File: config.mk
export PLATFORM = sky130hd
export DESIGN_NAME = rr_go_arbiter
export DESIGN_NICKNAME = d
export VERILOG_FILES = /design/src/rtl/rr_go_arbiter.sv
export SDC_FILE = /design/constraint.sdc
export NUM_CORES = 1
export LEC_CHECK = 0
export BUFFER_PORTS_ARGS = -buffer_cell sky130_fd_sc_hd__buf_2
export CAP_MARGIN = 0
export CORE_MARGIN = 2
export CORE_UTILIZATION = 45
export CTS_BUF_LIST = sky130_fd_sc_hd__clkbuf_4
export DETAILED_ROUTE_END_ITERATION = 12
export PLACE_DENSITY = 0.7
export SKIP_CTS_REPAIR_TIMING = 1
export SYNTH_ARGS = -nofsm -noshare
export SYNTH_HDL_FRONTEND = slang
export SYNTH_SLANG_ARGS = --single-unit
File: constraint.sdc
create_clock -name clk -period 3.1 [get_ports clk]
set_clock_uncertainty 0.05 [all_clocks]
set_input_delay 0.31 -clock clk [delete_from_list [all_inputs] [get_ports clk]]
set_output_delay 0.31 -clock clk [all_outputs]
set_load 0.02 [all_outputs]
File: src/rtl/rr_go_arbiter.sv
// Single-pointer round-robin arbiter: the pointer advances on each rising edge of go, and a
// locked grantee can defer those advances for a bounded number of cycles.
module rr_go_arbiter #(
  parameter int unsigned N        = 8,
  parameter int unsigned MAX_HOLD = 16,
  localparam int unsigned PW      = $clog2(N)
) (
  input  logic          clk,
  input  logic          reset,
  input  logic [N-1:0]  req,
  input  logic          go,
  input  logic          lock,
  output logic [N-1:0]  grant,
  output logic [PW-1:0] ptr,
  output logic          pending,
  output logic          timeout
);

  localparam int unsigned HW = $clog2(MAX_HOLD) + 1;

  typedef enum logic [0:0] {StFree, StHeld} state_e;

  state_e        state_q, state_d;
  logic [PW-1:0] ptr_q, ptr_d;
  logic [HW-1:0] hold_cnt_q, hold_cnt_d;
  logic          pending_q, pending_d;
  logic          timeout_q, timeout_d;
  logic          go_q;
  logic          go_rise;
  logic          held_release;
  logic          held_expire;
  logic          advance;

  assign go_rise      = go & ~go_q;
  assign held_release = (state_q == StHeld) & (~lock | ~req[ptr_q]);
  assign held_expire  = (state_q == StHeld) & ~held_release &
                        (hold_cnt_q == HW'(MAX_HOLD - 1));

  always_comb begin
    state_d    = state_q;
    hold_cnt_d = hold_cnt_q;
    pending_d  = pending_q;
    timeout_d  = 1'b0;
    advance    = 1'b0;
    unique case (state_q)
      StFree: begin
        // A go rise wins over taking the lock in the same cycle.
        if (go_rise) begin
          advance = 1'b1;
        end else if (lock && req[ptr_q]) begin
          state_d    = StHeld;
          hold_cnt_d = HW'(1);
        end
      end
      StHeld: begin
        if (held_release) begin
          state_d    = StFree;
          hold_cnt_d = '0;
          if (pending_q || go_rise) begin
            advance   = 1'b1;
            pending_d = 1'b0;
          end
        end else if (held_expire) begin
          // Forced advance absorbs any go rise seen this cycle.
          advance    = 1'b1;
          timeout_d  = 1'b1;
          pending_d  = 1'b0;
          state_d    = StFree;
          hold_cnt_d = '0;
        end else begin
          hold_cnt_d = hold_cnt_q + 1'b1;
          if (go_rise) pending_d = 1'b1;
        end
      end
      default: state_d = StFree;
    endcase

    ptr_d = ptr_q;
    if (advance) ptr_d = (ptr_q == PW'(N - 1)) ? '0 : ptr_q + 1'b1;
  end

  always_ff @(posedge clk) begin
    if (reset) begin
      state_q    <= StFree;
      ptr_q      <= '0;
      hold_cnt_q <= '0;
      pending_q  <= 1'b0;
      timeout_q  <= 1'b0;
      go_q       <= 1'b0;
    end else begin
      state_q    <= state_d;
      ptr_q      <= ptr_d;
      hold_cnt_q <= hold_cnt_d;
      pending_q  <= pending_d;
      timeout_q  <= timeout_d;
      go_q       <= go;
    end
  end

  always_comb begin
    grant = '0;
    for (int i = 0; i < int'(N); i++) begin
      grant[i] = req[i] & (ptr_q == PW'(i)) & ~reset;
    end
  end

  assign ptr     = ptr_q;
  assign pending = pending_q;
  assign timeout = timeout_q;

`ifndef SYNTHESIS
  a_grant_onehot0 : assert property (@(posedge clk) $onehot0(grant));
  a_timeout_pulse : assert property (@(posedge clk) disable iff (reset)
                                     timeout_q |=> !timeout_q);
  a_ptr_range     : assert property (@(posedge clk) int'(ptr_q) < int'(N));
  a_ptr_stable    : assert property (@(posedge clk) disable iff (reset)
                                     (!go_rise && !(held_release && pending_q) && !held_expire)
                                     |=> $stable(ptr_q));
`endif

endmodule

==> impl_metrics.ini <==
[run_status]
status = completed

[synthesis]
synth-simple-area-share = 0.3453
largest_family_of_logic_cells_by_synthesized_area = simple AND/OR/NAND/NOR gates
yosys.area.top_type = sky130_fd_sc_hd__dfxtp_1
ys_types = 36
ys_ff_latch = 12
synthesis.area_per_instance_um2 = 8.918
synth_area_leaders = sky130_fd_sc_hd__dfxtp_1 26%, sky130_fd_sc_hd__ha_1 9.6%, sky130_fd_sc_hd__and4b_1 4.4%, sky130_fd_sc_hd__nand3_1 3.9%, sky130_fd_sc_hd__nand2b_1 3.4%
muxShareOfSynthArea = 0.07015
yosys_top_cell_area_share = 0.2641
synth_sequential_area_ratio = 0.2641
syn_nets = 121
post_synth_inst_count = 102
synth_fa_ha_area_frac = 0.09629
synth_compound_gate_area_share = 0.1596
synth_xor_area_frac = 0
syn-cell-area_um2 = 909.6
yosys_warnings = 0

[timing]
timing.max_slew.rel_slack = 0.5473
finalSetupViolCount = 0
timing.setup.tns_ps = 0
tightestPinTransition_ps = 679.1
hold_slack_ps = 208.4
final-hold-violation-count = 0
fmaxAchievable_mhz = 461.3
min_period_over_period = 0.6993
final_max_slew_viol_count = 0
period_needed_ps = 2168
grt_setup_unrepaired = false

[final_layout]
multi_input_comb_area_um2 = 610.6
layout.filler_cells = 193
combined_flip_flop_and_latch_cell_area_um2 = 240.2
layout-area-overhead-vs-synth_pct = 14.99
fin_util = 0.5387
number_of_cells_in_the_finished_layout_apart_from_fillers = 150
insertedDiodeCount = 0
final_net_count = 143
layout_cell_share_with_drive_strength_beyond_1 = 0.2846

[floorplan]
die_height_um = 48.96
io_pins = 25
dieArea_um2 = 2397
core.rowCount = 16
initial_cell_density_of_the_core = 0.4684
dieWidth_um = 48.96
fp.coreArea_um2 = 1942

[min_path]
timing.hold.worst.class = in -> reg

[clocking]
cts_root_buf = sky130_fd_sc_hd__clkbuf_4
cts.path.max_buffers = 2
clkSlewWorstSetupHoldPaths_ps = 80
clock_insertion_delay_worst_skew_ps = 280
cts_h_tree_depth = 1
tritoncts = yes
cts_made_buffers = 3
cts_num_sinks = 12

[critical_path]
worst-endpoint-required_ps = 3270
crit_path_max_incr_delay_ps = 610
worstSetupEndpointType = flop
worst_path_max_delay_cell = sky130_fd_sc_hd__dfxtp_1
worstSetupStartpointType = flop
cp_cell_sequence = mux4_2, nor2_2, a311oi_4, mux2i_1, mux2i_1
cp_max_fo = 15
setup.worst_path.class = reg -> reg
critical-path-top-cell-by-count = sky130_fd_sc_hd__mux2i_1
timing.critical_path.arrival_ps = 2330

[routing]
post-route-drc-count = 0
wl_met1_um = 905
antenna_violating_nets_post_route = 0
detail_route.vias_per_cell = 5.493
met2_wirelength_um = 934
top_layer = met4
routed_wl_met3_um = 88
wl_mm = 1.939
first_pass_iters = 4
drt_first_iter_violations = 9
vias = 824
route.detailed.wl_per_inst_um = 12.93

[placement]
placed_cells_incl_taps = 146
port_buffers = 24
dp_hpwl_mm = 1.393
place_congestion = 0.7418

[global_route]
grt_antenna_before_repair = 0
grt_max_degree = 30
remaining_overflow_grt = 0
first_global_vias = 811
global_route.usage.total = 0.1736
grt_pass1_wl_mm = 3.339

[job]
number_of_max_capacitance_violations_reported = 0

[power]
pwr-share-clk = 0.261
power.density_nw_per_um2 = 367.8
cell_internal_pwr_mw = 0.2562
switching_power_mw = 0.1285
switching_share = 0.3340
seq_pwr_share = 0.462
power.leakage_nw = 0.4591
total_power_mw = 0.3847
comb_power_share = 0.277
ir_worst_vdd_mv = 0.3274
[stage by stage]
stage,area [um2],setup WS (ps)
floorplan,909.6,1234
detailed placement,1020,968.3
finish,1046,932.2
CTS,1046,922.8
global placement,1020,1064
global route,1046,743.4
[cell usage in the layout, fill, tap and decap left out, drive strengths merged, types with 4 or more instances in the layout]
master	n
and4b	4
buf	24
dfxtp	12
ha	7
inv	4
nand2	7
nand2b	5
nand3	7
nor2	5
nor3	6
nor3b	4
[sequential cells by signal, summed over array words and instances (netlist names)]
| name | flops |
|---|---|
| state_q | 1 |
| hold_cnt_q | 5 |
| pending | 1 |
| ptr | 3 |
| go_q | 1 |
| timeout | 1 |
[path summary, 6_finish.rpt]
path / startpoint / to / slack (ps) / depth (start not counted)
setup reg to reg: ptr[2]$_SDFFE_PP0P_ / ptr[1]$_SDFFE_PP0P_ / 930 / 5
hold / removal: go / go_q$_SDFF_PP0_ / 210 / 2
hold reg to reg: hold_cnt_q[4]$_SDFFE_PP0P_ / hold_cnt_q[4]$_SDFFE_PP0P_ / 410 / 2
setup / recovery: ptr[2]$_SDFFE_PP0P_ / ptr[1]$_SDFFE_PP0P_ / 930 / 5
[worst max-delay path, delay by kind of cell, from the launching register on]
family,cells,cell delay (ps)
muxes,3,820
DFF,1,610
AOI/OAI and AO/OA,1,570
and+or+nand+nor,1,50
[cells by family (layout without fill, tap and decap cells)]
| group | Yosys count | after routing |
|---|---|---|
| and+or+nand+nor | 50 | 50 |
| AOI/OAI and AO/OA | 17 | 17 |
| DFF | 12 | 12 |
| buffers and inverters | 11 | 32 |
| adders and majority gates | 7 | 7 |
| muxes | 5 | 5 |
[Yosys cell counts]
| cell | n |
|---|---|
| sky130_fd_sc_hd__dfxtp_1 | 12 |
| sky130_fd_sc_hd__ha_1 | 7 |
| sky130_fd_sc_hd__nand2_1 | 7 |
| sky130_fd_sc_hd__nand3_1 | 7 |
| sky130_fd_sc_hd__nand2b_1 | 5 |
| sky130_fd_sc_hd__nor3_1 | 5 |
| sky130_fd_sc_hd__and4b_1 | 4 |
| sky130_fd_sc_hd__inv_1 | 4 |
| sky130_fd_sc_hd__nor2_1 | 4 |
| sky130_fd_sc_hd__nor3b_1 | 4 |
| sky130_fd_sc_hd__a21oi_1 | 3 |
| sky130_fd_sc_hd__clkbuf_1 | 3 |
| sky130_fd_sc_hd__mux2i_1 | 3 |
| sky130_fd_sc_hd__nor4bb_1 | 3 |
| sky130_fd_sc_hd__o211ai_1 | 3 |
| sky130_fd_sc_hd__and2_1 | 2 |
| sky130_fd_sc_hd__buf_2 | 2 |
| sky130_fd_sc_hd__buf_6 | 2 |
| sky130_fd_sc_hd__nand4b_1 | 2 |
| sky130_fd_sc_hd__nor2b_1 | 2 |
| sky130_fd_sc_hd__o21ai_1 | 2 |
| sky130_fd_sc_hd__o21bai_1 | 2 |
| sky130_fd_sc_hd__a211oi_1 | 1 |
| sky130_fd_sc_hd__a21o_1 | 1 |
| sky130_fd_sc_hd__a311oi_4 | 1 |
| sky130_fd_sc_hd__and3b_1 | 1 |
| sky130_fd_sc_hd__mux2_2 | 1 |
| sky130_fd_sc_hd__mux4_2 | 1 |
| sky130_fd_sc_hd__nand3b_1 | 1 |
| sky130_fd_sc_hd__nor2_2 | 1 |
| sky130_fd_sc_hd__nor3_2 | 1 |
| sky130_fd_sc_hd__o21a_1 | 1 |
| sky130_fd_sc_hd__o21ai_0 | 1 |
| sky130_fd_sc_hd__o31ai_2 | 1 |
| sky130_fd_sc_hd__o32ai_2 | 1 |
| sky130_fd_sc_hd__or2_2 | 1 |
[power by group through the flow]
stage / registers [mW] / logic [mW] / clock network (mW)
final: 0.178 / 0.107 / 0.100
after CTS: 0.178 / 0.107 / 0.107
after floorplan: 0.179 / 0.0880 / 0
after global routing: 0.180 / 0.117 / 0.112
after global placement: 0.181 / 0.103 / 0
after detailed placement: 0.182 / 0.106 / 0
[layout make-up]
| class | instances | area share |
|---|---|---|
| Sequential cell | 12 | 0.2297 |
| Timing Repair Buffer | 24 | 0.1148 |
| Clock inverter | 1 | 0.003589 |
| Inverter | 4 | 0.01435 |
| Clock buffer | 3 | 0.02153 |
| Tap cell | 27 | 0.03230 |
| Multi-Input combinational cell | 79 | 0.5837 |
[metal layers]
metal	vias to the layer above	track usage
met5	-	0
met4	0	0.04762
met3	2	0.04601
met2	20	0.3105
met1	386	0.2031
li1	416	-
Note: power is estimated with default switching activity, not from simulation.
